[src/rtl/gesture_pkg.sv]
// Shared types and constants for the gesture scoring engine.
package gesture_pkg;

    localparam int unsigned NUM_CLASSES = 4;

    typedef enum logic [1:0] {
        UP    = 2'd0,
        DOWN  = 2'd1,
        LEFT  = 2'd2,
        RIGHT = 2'd3
    } gesture_class_e;

    typedef enum logic [2:0] {
        ST_IDLE,
        ST_SCAN,
        ST_DRAIN,
        ST_ARGMAX,
        ST_DONE
    } state_e;

    // Accumulator width that cannot overflow: product width plus one bit per doubling of cells.
    function automatic int unsigned min_acc_bits(input int unsigned weight_bits,
                                                 input int unsigned count_bits,
                                                 input int unsigned num_cells);
        return weight_bits + count_bits + $clog2(num_cells) + 1;
    endfunction

endpackage

[src/rtl/class_mac.sv]
// Per-class multiply-accumulate: signed weight times unsigned voxel count.
module class_mac
    import gesture_pkg::*;
#(
    parameter int unsigned WEIGHT_BITS = 8,
    parameter int unsigned COUNT_BITS  = 8,
    parameter int unsigned ACC_BITS    = 28
) (
    input  logic                          clk,
    input  logic                          rst,
    input  logic                          clear_i,
    input  logic                          enable_i,
    input  logic signed [WEIGHT_BITS-1:0] weight_i,
    input  logic        [COUNT_BITS-1:0]  count_i,
    output logic signed [ACC_BITS-1:0]    acc_o
);

    localparam int unsigned PROD_BITS = WEIGHT_BITS + COUNT_BITS + 1;

    logic signed [PROD_BITS-1:0] prod_c;
    logic signed [ACC_BITS-1:0]  acc_q;

    // Count is zero-extended by one bit so the product stays a signed multiply.
    assign prod_c = PROD_BITS'(weight_i) * PROD_BITS'($signed({1'b0, count_i}));

    // Accumulator register: clear has priority over accumulate.
    always_ff @(posedge clk) begin
        if (rst) begin
            acc_q <= '0;
        end else if (clear_i) begin
            acc_q <= '0;
        end else if (enable_i) begin
            acc_q <= acc_q + ACC_BITS'(prod_c);
        end
    end

    assign acc_o = acc_q;

endmodule

[src/rtl/gesture_score_engine.sv]
// Scans all voxel cells, accumulates count x weight per class, then picks the
// highest-scoring class. Optional margin check enabled by GESTURE_CONFIDENCE_EN.
module gesture_score_engine
    import gesture_pkg::state_e;
    import gesture_pkg::ST_IDLE;
    import gesture_pkg::ST_SCAN;
    import gesture_pkg::ST_DRAIN;
    import gesture_pkg::ST_ARGMAX;
    import gesture_pkg::ST_DONE;
    import gesture_pkg::min_acc_bits;
#(
    parameter int unsigned NUM_CLASSES = gesture_pkg::NUM_CLASSES,
    parameter int unsigned NUM_CELLS   = 1024,
    parameter int unsigned WEIGHT_BITS = 8,
    parameter int unsigned COUNT_BITS  = 8,
    parameter int unsigned ACC_BITS    = 28,
    parameter int unsigned MIN_MARGIN  = 64,
    localparam int unsigned ADDR_W     = $clog2(NUM_CELLS),
    localparam int unsigned CLS_W      = (NUM_CLASSES > 1) ? $clog2(NUM_CLASSES) : 1
) (
    input  logic                                clk,
    input  logic                                rst,
    input  logic                                start,
    output logic                                busy,
    output logic [ADDR_W-1:0]                   cell_addr,
    input  logic [COUNT_BITS-1:0]               voxel_count,
    input  logic [NUM_CLASSES*WEIGHT_BITS-1:0]  weight_in,
    output logic                                result_valid,
    input  logic                                result_ready,
    output logic [CLS_W-1:0]                    result_class,
    output logic signed [ACC_BITS-1:0]          result_score,
    output logic                                result_confident
);

    // Elaboration-time guards on parameter combinations.
    if (ACC_BITS < min_acc_bits(WEIGHT_BITS, COUNT_BITS, NUM_CELLS)) begin : g_acc_too_narrow
        $error("ACC_BITS too narrow for worst-case accumulation");
    end
    if ($clog2(MIN_MARGIN + 1) > ACC_BITS) begin : g_margin_too_wide
        $error("MIN_MARGIN does not fit in ACC_BITS");
    end

    localparam int unsigned MARGIN_W = ACC_BITS + 1;

    state_e                      state_q;
    logic [ADDR_W-1:0]           addr_q;
    logic [CLS_W-1:0]            cls_q;
    logic signed [ACC_BITS-1:0]  best_q;
    logic [CLS_W-1:0]            best_idx_q;
    logic                        busy_q;
    logic                        valid_q;
    logic [CLS_W-1:0]            class_q;
    logic signed [ACC_BITS-1:0]  score_q;
    logic                        conf_q;

    logic signed [ACC_BITS-1:0]  acc [NUM_CLASSES];
    logic                        mac_clear_c;
    logic                        mac_en_c;
    logic signed [ACC_BITS-1:0]  cand_c;
    logic signed [ACC_BITS-1:0]  best_d;
    logic [CLS_W-1:0]            best_idx_d;
    logic                        conf_c;

`ifdef GESTURE_CONFIDENCE_EN
    localparam logic signed [ACC_BITS-1:0] ACC_MIN    = {1'b1, {(ACC_BITS-1){1'b0}}};
    localparam logic signed [MARGIN_W-1:0] MARGIN_MIN = MARGIN_W'(MIN_MARGIN);

    logic signed [ACC_BITS-1:0]  second_q;
    logic signed [ACC_BITS-1:0]  second_d;
    logic signed [MARGIN_W-1:0]  margin_c;
`endif

    // Accumulators clear on an accepted start; data lags the address by one cycle,
    // so the first SCAN cycle has nothing to add and DRAIN adds the last cell.
    assign mac_clear_c = (state_q == ST_IDLE) && start;
    assign mac_en_c    = ((state_q == ST_SCAN) && (addr_q != '0)) || (state_q == ST_DRAIN);

    for (genvar c = 0; c < NUM_CLASSES; c++) begin : g_mac
        class_mac #(
            .WEIGHT_BITS (WEIGHT_BITS),
            .COUNT_BITS  (COUNT_BITS),
            .ACC_BITS    (ACC_BITS)
        ) u_mac (
            .clk      (clk),
            .rst      (rst),
            .clear_i  (mac_clear_c),
            .enable_i (mac_en_c),
            .weight_i (weight_in[c*WEIGHT_BITS +: WEIGHT_BITS]),
            .count_i  (voxel_count),
            .acc_o    (acc[c])
        );
    end

    assign cand_c = acc[cls_q];

    // Argmax step for the class currently selected; strict compare keeps the lowest index on ties.
    always_comb begin
        best_d     = best_q;
        best_idx_d = best_idx_q;
`ifdef GESTURE_CONFIDENCE_EN
        second_d   = second_q;
`endif
        if (cls_q == '0) begin
            best_d     = cand_c;
            best_idx_d = '0;
`ifdef GESTURE_CONFIDENCE_EN
            second_d   = ACC_MIN;
`endif
        end else if (cand_c > best_q) begin
            best_d     = cand_c;
            best_idx_d = cls_q;
`ifdef GESTURE_CONFIDENCE_EN
            second_d   = best_q;
        end else if (cand_c > second_q) begin
            second_d   = cand_c;
`endif
        end
    end

`ifdef GESTURE_CONFIDENCE_EN
    // Margin is computed one bit wider so best minus second never wraps.
    assign margin_c = MARGIN_W'(best_d) - MARGIN_W'(second_d);
    assign conf_c   = (NUM_CLASSES == 1) || (margin_c >= MARGIN_MIN);
`else
    assign conf_c   = 1'b1;
`endif

    // Control FSM with registered outputs.
    always_ff @(posedge clk) begin
        if (rst) begin
            state_q    <= ST_IDLE;
            addr_q     <= '0;
            cls_q      <= '0;
            best_q     <= '0;
            best_idx_q <= '0;
            busy_q     <= 1'b0;
            valid_q    <= 1'b0;
            class_q    <= '0;
            score_q    <= '0;
            conf_q     <= 1'b0;
`ifdef GESTURE_CONFIDENCE_EN
            second_q   <= '0;
`endif
        end else begin
            case (state_q)
                ST_IDLE: begin
                    addr_q <= '0;
                    if (start) begin
                        state_q <= ST_SCAN;
                        busy_q  <= 1'b1;
                    end
                end
                ST_SCAN: begin
                    if (addr_q == ADDR_W'(NUM_CELLS - 1)) begin
                        state_q <= ST_DRAIN;
                        addr_q  <= '0;
                    end else begin
                        addr_q  <= addr_q + ADDR_W'(1);
                    end
                end
                ST_DRAIN: begin
                    state_q <= ST_ARGMAX;
                    cls_q   <= '0;
                end
                ST_ARGMAX: begin
                    best_q     <= best_d;
                    best_idx_q <= best_idx_d;
`ifdef GESTURE_CONFIDENCE_EN
                    second_q   <= second_d;
`endif
                    if (cls_q == CLS_W'(NUM_CLASSES - 1)) begin
                        state_q <= ST_DONE;
                        valid_q <= 1'b1;
                        class_q <= best_idx_d;
                        score_q <= best_d;
                        conf_q  <= conf_c;
                    end else begin
                        cls_q   <= cls_q + CLS_W'(1);
                    end
                end
                ST_DONE: begin
                    if (result_ready) begin
                        state_q <= ST_IDLE;
                        valid_q <= 1'b0;
                        busy_q  <= 1'b0;
                    end
                end
                default: begin
                    state_q <= ST_IDLE;
                    busy_q  <= 1'b0;
                    valid_q <= 1'b0;
                end
            endcase
        end
    end

    assign busy             = busy_q;
    assign cell_addr        = addr_q;
    assign result_valid     = valid_q;
    assign result_class     = class_q;
    assign result_score     = score_q;
    assign result_confident = conf_q;

endmodule

[config.mk]
export PLATFORM = sky130hd
export DESIGN_NAME = gesture_score_engine
export DESIGN_NICKNAME = d
export VERILOG_FILES = /design/src/rtl/gesture_pkg.sv /design/src/rtl/class_mac.sv /design/src/rtl/gesture_score_engine.sv
export SDC_FILE = /design/constraint.sdc
export NUM_CORES = 1
export LEC_CHECK = 0
export CELL_PAD_IN_SITES_DETAIL_PLACEMENT = 0
export CELL_PAD_IN_SITES_GLOBAL_PLACEMENT = 1
export CORE_MARGIN = 2
export CORE_UTILIZATION = 49
export CTS_CLUSTER_DIAMETER = 50
export CTS_CLUSTER_SIZE = 24
export DETAILED_ROUTE_END_ITERATION = 8
export PLACE_DENSITY_LB_ADDON = 0.1
export REMOVE_ABC_BUFFERS = 1
export SYNTH_ARGS = -nofsm -noshare
export SYNTH_HDL_FRONTEND = slang
export SYNTH_SLANG_ARGS = --single-unit
[constraint.sdc]
create_clock -name clk -period 7.9 [get_ports clk]
set_clock_uncertainty 0.15 [all_clocks]
set_input_delay 1.58 -clock clk [delete_from_list [all_inputs] [get_ports clk]]
set_output_delay 1.58 -clock clk [all_outputs]
set_load 0.01 [all_outputs]
### Word-level counts from Yosys, hierarchy flattened

Cells that the tools add are included.

| word-level totals | value |
|---|---|
| register bits after elaboration | 190 |
| input bits | 44 |

| operators by class | value |
|---|---|
| add/sub/neg operators | 6 |
| multipliers | 4 |
| magnitude comparators | 2 |
| equality and inequality tests | 11 |
| multiplexer cells | 21 |
| bitwise operators | 3 |
| reductions and logical operators | 16 |

Operator list:

| operator | number |
|---|---|
| 28-bit by 17-bit adder with 28-bit output | 4 |
| 28-bit two-way mux | 4 |
| 8-bit by 9-bit multiplier with 17-bit output | 4 |
| 28-bit binary-select mux with 2-bit select | 1 |
| 28-bit > comparator | 1 |
| 10-bit case mux with 2 select lines | 1 |
| 3-bit case mux with 5 select lines | 1 |
| 3-bit two-way mux | 4 |
| 10-bit by 1-bit adder with 10-bit output (second input constant) | 1 |
| 10-bit equality test (second input constant) | 1 |
| 10-bit two-way mux | 1 |
| 10-bit nonzero test | 1 |
| 2-bit != test (second input constant) | 4 |
| 3-bit by 2-bit equality test with 1-bit output (second input constant) | 2 |
| 2-bit two-way mux | 3 |
| 1-bit case mux with 3 select lines | 2 |
| 3-bit AND reduction | 2 |
| 3-bit OR reduction | 2 |
| 2-bit case mux with 2 select lines | 1 |
| 2-bit AND reduction | 2 |
| 4-bit AND reduction | 1 |
| 2-bit nonzero test | 2 |
| 3-bit by 1-bit equality test with 1-bit output (second input constant) | 1 |
| 3-bit equality test (second input constant) | 1 |
| other kinds (12) | 16 |

### Depth between registers and ports, before layout

Gate-level depths: netlist of run 1.

| depth | value |
|---|---|
| depth after elaboration | 7 |
| depth in mapped cells | 22 |
| depth with buffers taken out | 21 |

### Hierarchy

Synthesis of run 1 repeated with hierarchy kept, for this count alone.

| second synthesis, totals | value |
|---|---|
| cells, all modules | 2581 |
| area total of the unflattened synthesis | 23364.9 um2 |

By module, submodules not included:

| module | instances | cells each | area an instance (um2) | seq. area each (um2) |
|---|---|---|---|---|
| class_mac (g_mac[0].u_mac ...) | 2 | 504 | 4524.3 | 560.5 |
| gesture_score_engine | 1 | 506 | 4848.4 | 1561.5 |
| class_mac (g_mac[2].u_mac) | 1 | 534 | 4787.1 | 560.5 |
| class_mac (g_mac[3].u_mac) | 1 | 533 | 4680.7 | 560.5 |

### Least setup slack after synthesis of run 1

OpenSTA, ideal clock, no wires.

| path | value |
|---|---|
| path type | input to register |
| from | input port voxel_count[7] |
| to | register g_mac[2].u_mac.acc_q[26] |
| setup time | 0.125 ns |
| arrival time | 6.385 ns |
| required time | 7.625 ns |
| setup slack | 1.241 ns |
| stages on the path | 19 |
| buffers on the path | 2 |
| cells stage by stage | clkbuf_1 -> clkbuf_1 -> nand2_1 -> fa_1 -> inv_1 -> fa_1 -> fa_1 -> fa_1 -> fa_1 -> ha_1 -> o211a_1 -> o31ai_1 -> a21o_1 -> a31oi_1 -> a211o_1 -> a31o_1 -> a31oi_1 -> xor2_1 -> o21ai_1 |

| between the ends | value |
|---|---|
| word-level cells in the longest chain between the ends | 2 |

Ends and longest elaborated chain:

| what | RTL line | RTL |
|---|---|---|
| start: declaration | gesture_score_engine.sv:26 | `input logic [COUNT_BITS-1:0] voxel_count,` |
| 8-bit by 9-bit multiplier with 17-bit output | class_mac.sv:24 | `assign prod_c = PROD_BITS'(weight_i) * PROD_BITS'($signed({1'b0, count_i}));` |
| 28-bit by 17-bit adder with 28-bit output | class_mac.sv:33 | `acc_q <= acc_q + ACC_BITS'(prod_c);` |
| end signal: assignment | class_mac.sv:33 |  |
| end: declaration | class_mac.sv:21 | `logic signed [ACC_BITS-1:0] acc_q;` |

No other way between the ends.
A chain may end at the register's enable or synchronous reset.

### Worst setup path in the final report of run 1

| path | value |
|---|---|
| from | input port voxel_count[6] |
| to | register g_mac[1].u_mac.acc_q[26] |

| between the ends | value |
|---|---|
| word-level cells in the longest chain between the ends | 2 |

Ends and longest elaborated chain:

| what | RTL line |
|---|---|
| 8-bit by 9-bit multiplier with 17-bit output | class_mac.sv:24 |
| 28-bit by 17-bit adder with 28-bit output | class_mac.sv:33 |
| end signal: assignment | class_mac.sv:33 |
| end: declaration | class_mac.sv:21 |

No other way between the ends.

==> flow_summary_export.csv, run 1 <==
group,metric,value,unit
logic_synthesis,synth_top_area_share,21.70,%
logic_synthesis,synth_top_family_by_area,"adder cells",
timing,finalSetupTns,0,ns
logic_synthesis,yosysWarnings,0,
drt,dr.pass1.iters,5,
power_and_ir_drop,clockPowerShare,17.1,%
worst_setup_path,crit_path_start_kind,"input port",
logic_synthesis,synth_common_cells,"ha_1, inv_1, nand2_1",
drt,via_per_inst,5.591,
min_path,holdPathStages,2,
clock_tree,cts_tree,"yes",
logic_synthesis,synthAdderAreaFrac,39.49,%
clock_tree,cts-root-buf,"clkbuf_16",
worst_setup_path,arrival,7.39,ns
power_and_ir_drop,power.density,223.9,mW/mm^2
power_and_ir_drop,p_switching,2.585,mW
worst_setup_path,r2r_cells,19,
timing,slew_headroom,46.99,%
drt,wl,58560,um
power_and_ir_drop,p_int,3.055,mW
clock_tree,htreeDepth,4,
logic_synthesis,synth_top_cells_by_area,"ha_1, fa_1, dfxtp_1",
floorplan,die-width,221.0,um
drt,wl_per_cell,17.98,um
clock_tree,clkTransAtPathRegs,0.08,ns
global_routing,grt_overflow,0,
logic_synthesis,synth_edf_count,0,
drt,drc,0,
worst_setup_path,r2r_slack,2.01,ns
logic_synthesis,synth-xor-area-share,2.924,%
floorplan,pin_count,87,
floorplan,dieArea,0.04882,mm^2
logic_synthesis,ys_seq_area_share,16.49,%
floorplan,coreArea,0.04646,mm^2
floorplan,row_count,79,
clock_tree,clock_latency,0.50,ns
logic_synthesis,synthSimpleGateAreaFrac,15.68,%
clock_tree,holdBufCountCts,0,
run_status,status,"finished clean",
logic_synthesis,synth_seq_cells,190,
timing,slew_violations,0,
logic_synthesis,synth_top_cell_by_area,"ha_1",
run,cap_violations,0,
global_routing,grt_pass1_wl,96450,um
final_layout,area_delta_synth_final,9.222,%
clock_tree,cts_setup_buffers,0,
placement,hpwl,45280,um
global_routing,track_usage,24.69,%
global_routing,antenna_found_initial,0,
power_and_ir_drop,p_seq_share,19.6,%
timing,worst_slew_pin_slew,0.7951,ns
min_path,holdCritPathClass,"reg -> reg",
timing,grt_setup_unrepaired,"false",
drt,drtIter0Drc,915,
floorplan,die_h,221.0,um
logic_synthesis,syn_area_per_cell,8.844,um^2
power_and_ir_drop,p_leak,12.11,nW
clock_tree,cts_resized,0,
worst_setup_path,crit_required,8.12,ns
worst_setup_path,worstSetupPathType,"in -> reg",
placement,port_buffers,86,
final_layout,drive_gt1_share,4.981,%
logic_synthesis,async_flop_share,0,%
power_and_ir_drop,ir_drop,0.0001919,V
final_layout,finalNetCount,3286,
final_layout,diodes,0,
logic_synthesis,synthDistinctLibCells,83,
clock_tree,numCtsBuffers,17,
logic_synthesis,netlist_area,0.02306,mm^2
logic_synthesis,synth_mux_area_share,5.707,%
drt,ant_nets,0,
placement,routabilityCongestion,0.8779,
timing,hold_violations,0,
floorplan,start_util,49.65,%
global_routing,grt_pass1_vias,18727,
drt,vias,18210,
logic_synthesis,post-synth-top-count-cell,"ha_1",
timing,fin_crit_sh,90.84,%
power_and_ir_drop,combPwrFrac,63.2,%
clock_tree,cts.sinks,190,
logic_synthesis,synthCells,2608,
timing,fin_crit,7.177,ns
power_and_ir_drop,p_sw_share,45.83,%
timing,setup_violations,0,
timing,max_freq,0.1393,GHz
logic_synthesis,ys.flop_type,"dfxtp_1",
global_routing,grt_max_degree,64,
logic_synthesis,synth-compound-area-share,12.10,%
power_and_ir_drop,power.total,5.641,mW
clock_tree,cts_buffer_depth,2,
worst_setup_path,crit_fanout,32,
worst_setup_path,critPathCaptureType,"flop",
## registers in the layout (all words and copies together), names as in the netlist
name / flops
state_q: 3
result_class: 2
best_q: 28
result_valid: 1
cls_q: 2
result_confident: 1
g_mac.u_mac.acc_o: 112
result_score: 28
cell_addr: 10
best_idx_q: 2
busy: 1
## metal layers
metal | vias up | track usage (%) | part of all wire [%]
met5 | - | 0 | 0
met4 | 0 | 6.798 | 2.1
met3 | 73 | 3.891 | 3.6
met2 | 308 | 42.08 | 47
met1 | 9003 | 32.48 | 47
li1 | 8826 | - | -
## per-stage QoR
stage / hold slack, ns / instance area [um^2] / setup WS, ns / utilization, % / std cells
3_5_place_dp: 0.3060 / 24570 / 0.2730 / 52.89 / 3225
5_1_grt: 0.3374 / 25190 / 0.5327 / 54.23 / 3257
6_report: 0.3218 / 25190 / 0.7234 / 54.23 / 3257
4_1_cts: 0.3207 / 25190 / 0.8347 / 54.23 / 3257
2_1_floorplan: 0.2915 / 22590 / 1.648 / - / 2502
3_3_place_gp: 0.2975 / 24570 / 0.4355 / 52.89 / 3225
## power by group through the flow
stage	Combinational (mW)	Clock, mW	Sequential, mW
finish	3.57	0.966	1.11
global route	4.08	1.02	1.12
CTS	3.59	0.994	1.11
detailed placement	3.54	0	1.13
global placement	3.47	0	1.13
floorplan	2.73	0	1.09
## final cells by class
cell class,instances,area (um^2)
Fill cell,4353,21270
Multi-Input combinational cell,1971,17540
Sequential cell,190,3805
Inverter,341,1280
Timing Repair Buffer,116,1181
Tap cell,607,759.5
Clock buffer,19,452.9
Clock inverter,13,168.9
## worst max-delay path: stages
cell and delay [ns]:
clkdlybuf4s50_1 0.50, buf_12 0.22, nand2_1 0.11, fa_1 0.52, inv_1 0.05, fa_1 0.50, inv_1 0.06, fa_1 0.53
inv_1 0.05, fa_1 0.43, ha_1 0.28, ha_1 0.32, nor2b_1 0.15, o21ai_0 0.25, a21boi_1 0.13, o41ai_1 0.60
a31oi_1 0.37, o2111ai_1 0.32, a31oi_1 0.14, xnor2_1 0.18, o21ai_0 0.09
## worst paths after layout
check / start / to
hold / removal: g_mac[2].u_mac.acc_o[4]$_SDFFE_PP0P_ / g_mac[2].u_mac.acc_o[4]$_SDFFE_PP0P_
setup / recovery: voxel_count[6] / g_mac[1].u_mac.acc_o[26]$_SDFFE_PP0P_
hold reg to reg: g_mac[2].u_mac.acc_o[4]$_SDFFE_PP0P_ / g_mac[2].u_mac.acc_o[4]$_SDFFE_PP0P_
setup reg to reg: g_mac[1].u_mac.acc_o[6]$_SDFFE_PP0P_ / g_mac[1].u_mac.acc_o[26]$_SDFFE_PP0P_
## kinds of logic after synthesis
| family | Yosys count |
|---|---|
| and+or+nand+nor | 765 |
| muxes | 95 |
| AOI/OAI and AO/OA | 429 |
| buffers and inverters | 447 |
| adders and majority gates | 605 |
| xor gates and xnor gates | 77 |
| DFF | 190 |
## placed cells by master (no fill, tap or decap), types with 7 or more instances in the layout
cell,Yosys,routed
a211o_1,7,7
a211oi_1,48,48
a21o_1,40,39
a21oi_1,152,151
a31oi_1,15,15
and2_1,108,108
and3_1,13,13
buf_12,2,8
buf_4,0,22
clkbuf_16,0,17
clkdlybuf4s50_1,0,85
dfxtp_1,190,189
fa_1,205,205
ha_1,400,400
inv_1,341,341
mux2i_1,64,64
mux4_2,28,28
nand2_1,306,306
nand2b_1,24,24
nand3_1,35,35
nand4_1,13,13
nor2_1,168,166
nor2b_1,17,17
nor3_1,25,25
o21a_1,17,17
o21ai_0,60,60
o21ai_1,8,8
o21bai_1,11,11
o31ai_1,7,7
or3_1,12,12
xnor2_1,50,50
xor2_1,27,27
No activity file was read; power rests on OpenSTA's default activity.
==> run 2, diff against run 1 <==
--- a/config.mk
+++ b/config.mk
@@ -12,7 +12,7 @@
 export CTS_CLUSTER_DIAMETER = 50
 export CTS_CLUSTER_SIZE = 24
 export DETAILED_ROUTE_END_ITERATION = 8
-export PLACE_DENSITY_LB_ADDON = 0.1
+export PLACE_DENSITY = 0.88
 export REMOVE_ABC_BUFFERS = 1
 export SYNTH_ARGS = -nofsm -noshare
 export SYNTH_HDL_FRONTEND = slang
==> run 2 against run 1 <==
  * Worst hold slack got worse by 0.010 ns
  * Core utilization fell by 0.27 points
  * Routed wire length fell by 3.3%
  * Sequential share of layout area rose by 0.077 points
  * Non-clock buffer count fell by 4
  * Combinational power barely moved
  * Critical endpoint unchanged
  * Largest cell class unchanged
  * Largest power group unchanged
==> flow_summary_export.csv, run 2 (synthesis gave the netlist of run 1 again) <==
group,metric,value,unit
final_layout,area_delta_synth_final,8.669,%
drt,wl_per_cell,17.41,um
placement,placed_cells,3221,
worst_setup_path,critPathBufInv,6,
clock_tree,cts_tree,"yes",
timing,setup_ws,0.8665,ns
floorplan,die_h,221.0,um
worst_setup_path,cpMaxStageDelayCell,"fa_1",
timing,grt_setup_unrepaired,"false",
final_layout,finalNetCount,3282,
timing,hold_violations,0,
drt,drc,0,
clock_tree,cts.sinks,190,
worst_setup_path,crit_path_start_kind,"input port",
floorplan,die-width,221.0,um
timing,fin_crit_sh,89.03,%
timing,slew_violations,0,
drt,topRoutingLayerUsed,"met4",
drt,dr.pass1.iters,5,
drt,wl,56630,um
global_routing,grt_pass1_wl,94300,um
drt,via_per_inst,5.643,
timing,worst_slew_pin_slew,0.9621,ns
drt,wl_met3,2762,um
clock_tree,cts_setup_buffers,0,
power_and_ir_drop,power.density,221.3,mW/mm^2
worst_setup_path,critPathCaptureType,"flop",
drt,wl_met2,27360,um
clock_tree,cts_resized,0,
clock_tree,clkTransAtPathRegs,0.08,ns
worst_setup_path,crit_required,8.08,ns
worst_setup_path,worstSetupPathType,"in -> reg",
placement,port_buffers,86,
clock_tree,cts-root-buf,"clkbuf_16",
power_and_ir_drop,power.total,5.546,mW
power_and_ir_drop,p_leak,12.04,nW
worst_setup_path,crit_family,"adder cells",
final_layout,layout_commonest_cell,"ha_1",
clock_tree,cts_buffer_depth,2,
clock_tree,clock_latency,0.48,ns
floorplan,start_util,49.65,%
drt,met1Wirelength,25170,um
global_routing,grt_overflow,0,
global_routing,grt_max_degree,79,
floorplan,row_count,79,
placement,dp_slack,0.4261,ns
floorplan,coreArea,0.04646,mm^2
worst_setup_path,path_cells,"clkdlybuf4s50_1 > buf_4 > nand2_1 > fa_1 > inv_1 > fa_1 > ha_1 > inv_1 > fa_1 > inv_1 > ha_1 > ha_1 > inv_1 > fa_1 > nor2b_1 > o21ai_0 > a21boi_1 > o41ai_1 > a31oi_1 > o2111ai_1 > a31oi_1 > xnor2_1 > o21ai_0",
timing,fin_crit,7.034,ns
min_path,holdCritPathClass,"reg -> reg",
timing,finalSetupTns,0,ns
drt,ant_nets,0,
timing,max_freq,0.1422,GHz
final_layout,largest_register_ffs,112,
timing,slew_headroom,35.86,%
global_routing,grt_pass1_vias,19031,
floorplan,pin_count,87,
global_routing,track_usage,23.71,%
run_status,status,"finished clean",
worst_setup_path,arrival,7.22,ns
final_layout,num-fill-cells,4324,
floorplan,dieArea,0.04882,mm^2
drt,vias,18350,
worst_setup_path,crit_fanout,32,
final_layout,layoutNonFillerInstCount,3252,
clock_tree,htreeDepth,4,
worst_setup_path,cpPeakStageDelay,0.53,ns
global_routing,antenna_found_initial,1,
timing,setup_violations,0,
run,cap_violations,0,
power_and_ir_drop,ir_drop,0.0001577,V
final_layout,mostFrequentLayoutCells,"ha_1, inv_1, nand2_1, fa_1, dfxtp_1",
final_layout,drive_gt1_share,4.802,%
drt,drtIter0Drc,853,
clock_tree,holdBufCountCts,0,
final_layout,diodes,0,
clock_tree,numCtsBuffers,17,
placement,routabilityCongestion,0.9243,
placement,hpwl,44180,um
run 2: area by class of cell:
cell class / instances / area [um^2] / area share [%]
clock buffer: 17 / 425.4 / 1.697
timing repair buffer: 112 / 1101 / 4.393
inverter: 341 / 1280 / 5.107
tap: 607 / 759.5 / 3.030
clock inverter: 14 / 148.9 / 0.5941
multi-input combinational: 1971 / 17540 / 70.00
sequential: 190 / 3805 / 15.18
run 2: where the power goes:
group          leakage, nW  switching [mW]  total [mW]  internal (mW)
registers             1.54          0.0860        1.11           1.02
clock network        0.277           0.464       0.884          0.421
logic                 10.2            2.02        3.55           1.53
total                 12.0            2.57        5.55           2.98
run 2: final timing paths:
kind	startpoint	end	slack [ns]	cells past startpoint
min	result_valid$_SDFFE_PP0P_	result_valid$_SDFFE_PP0P_	0.31	2
max reg2reg	g_mac[1].u_mac.acc_o[6]$_SDFFE_PP0P_	g_mac[1].u_mac.acc_o[26]$_SDFFE_PP0P_	2.23	19
min reg2reg	result_valid$_SDFFE_PP0P_	result_valid$_SDFFE_PP0P_	0.31	2
max	voxel_count[4]	g_mac[1].u_mac.acc_o[26]$_SDFFE_PP0P_	0.87	23
run 2: metal layers:
| layer | vias up | track usage [%] |
|---|---|---|
| met3 | 81 | 2.735 |
| met1 | 9002 | 30.45 |
| met5 | - | 0 |
| li1 | 8826 | - |
| met2 | 441 | 41.30 |
| met4 | 0 | 8.119 |
run 2: worst reg2reg max path, cell delays in order, from the launching register on:
cell and delay [ns]:
dfxtp_1 0.46, inv_1 0.11, fa_1 0.55, inv_1 0.06, fa_1 0.51, inv_1 0.06
fa_1 0.54, inv_1 0.05, fa_1 0.43, ha_1 0.29, ha_1 0.32, nor2b_1 0.15
o21ai_0 0.21, a21boi_1 0.17, o41ai_1 0.52, a31oi_1 0.29, o2111ai_1 0.30, a31oi_1 0.14
xnor2_1 0.13, o21ai_0 0.08
run 2: metrics by stage:
stage | util [%] | instance area [um^2] | hold slack (ns)
floorplan | - | 22590 | 0.2915
global placement | 52.71 | 24490 | 0.2990
detailed placement | 52.71 | 24490 | 0.3015
CTS | 53.95 | 25060 | 0.3130
global route | 53.95 | 25060 | 0.3258
finish | 53.95 | 25060 | 0.3113
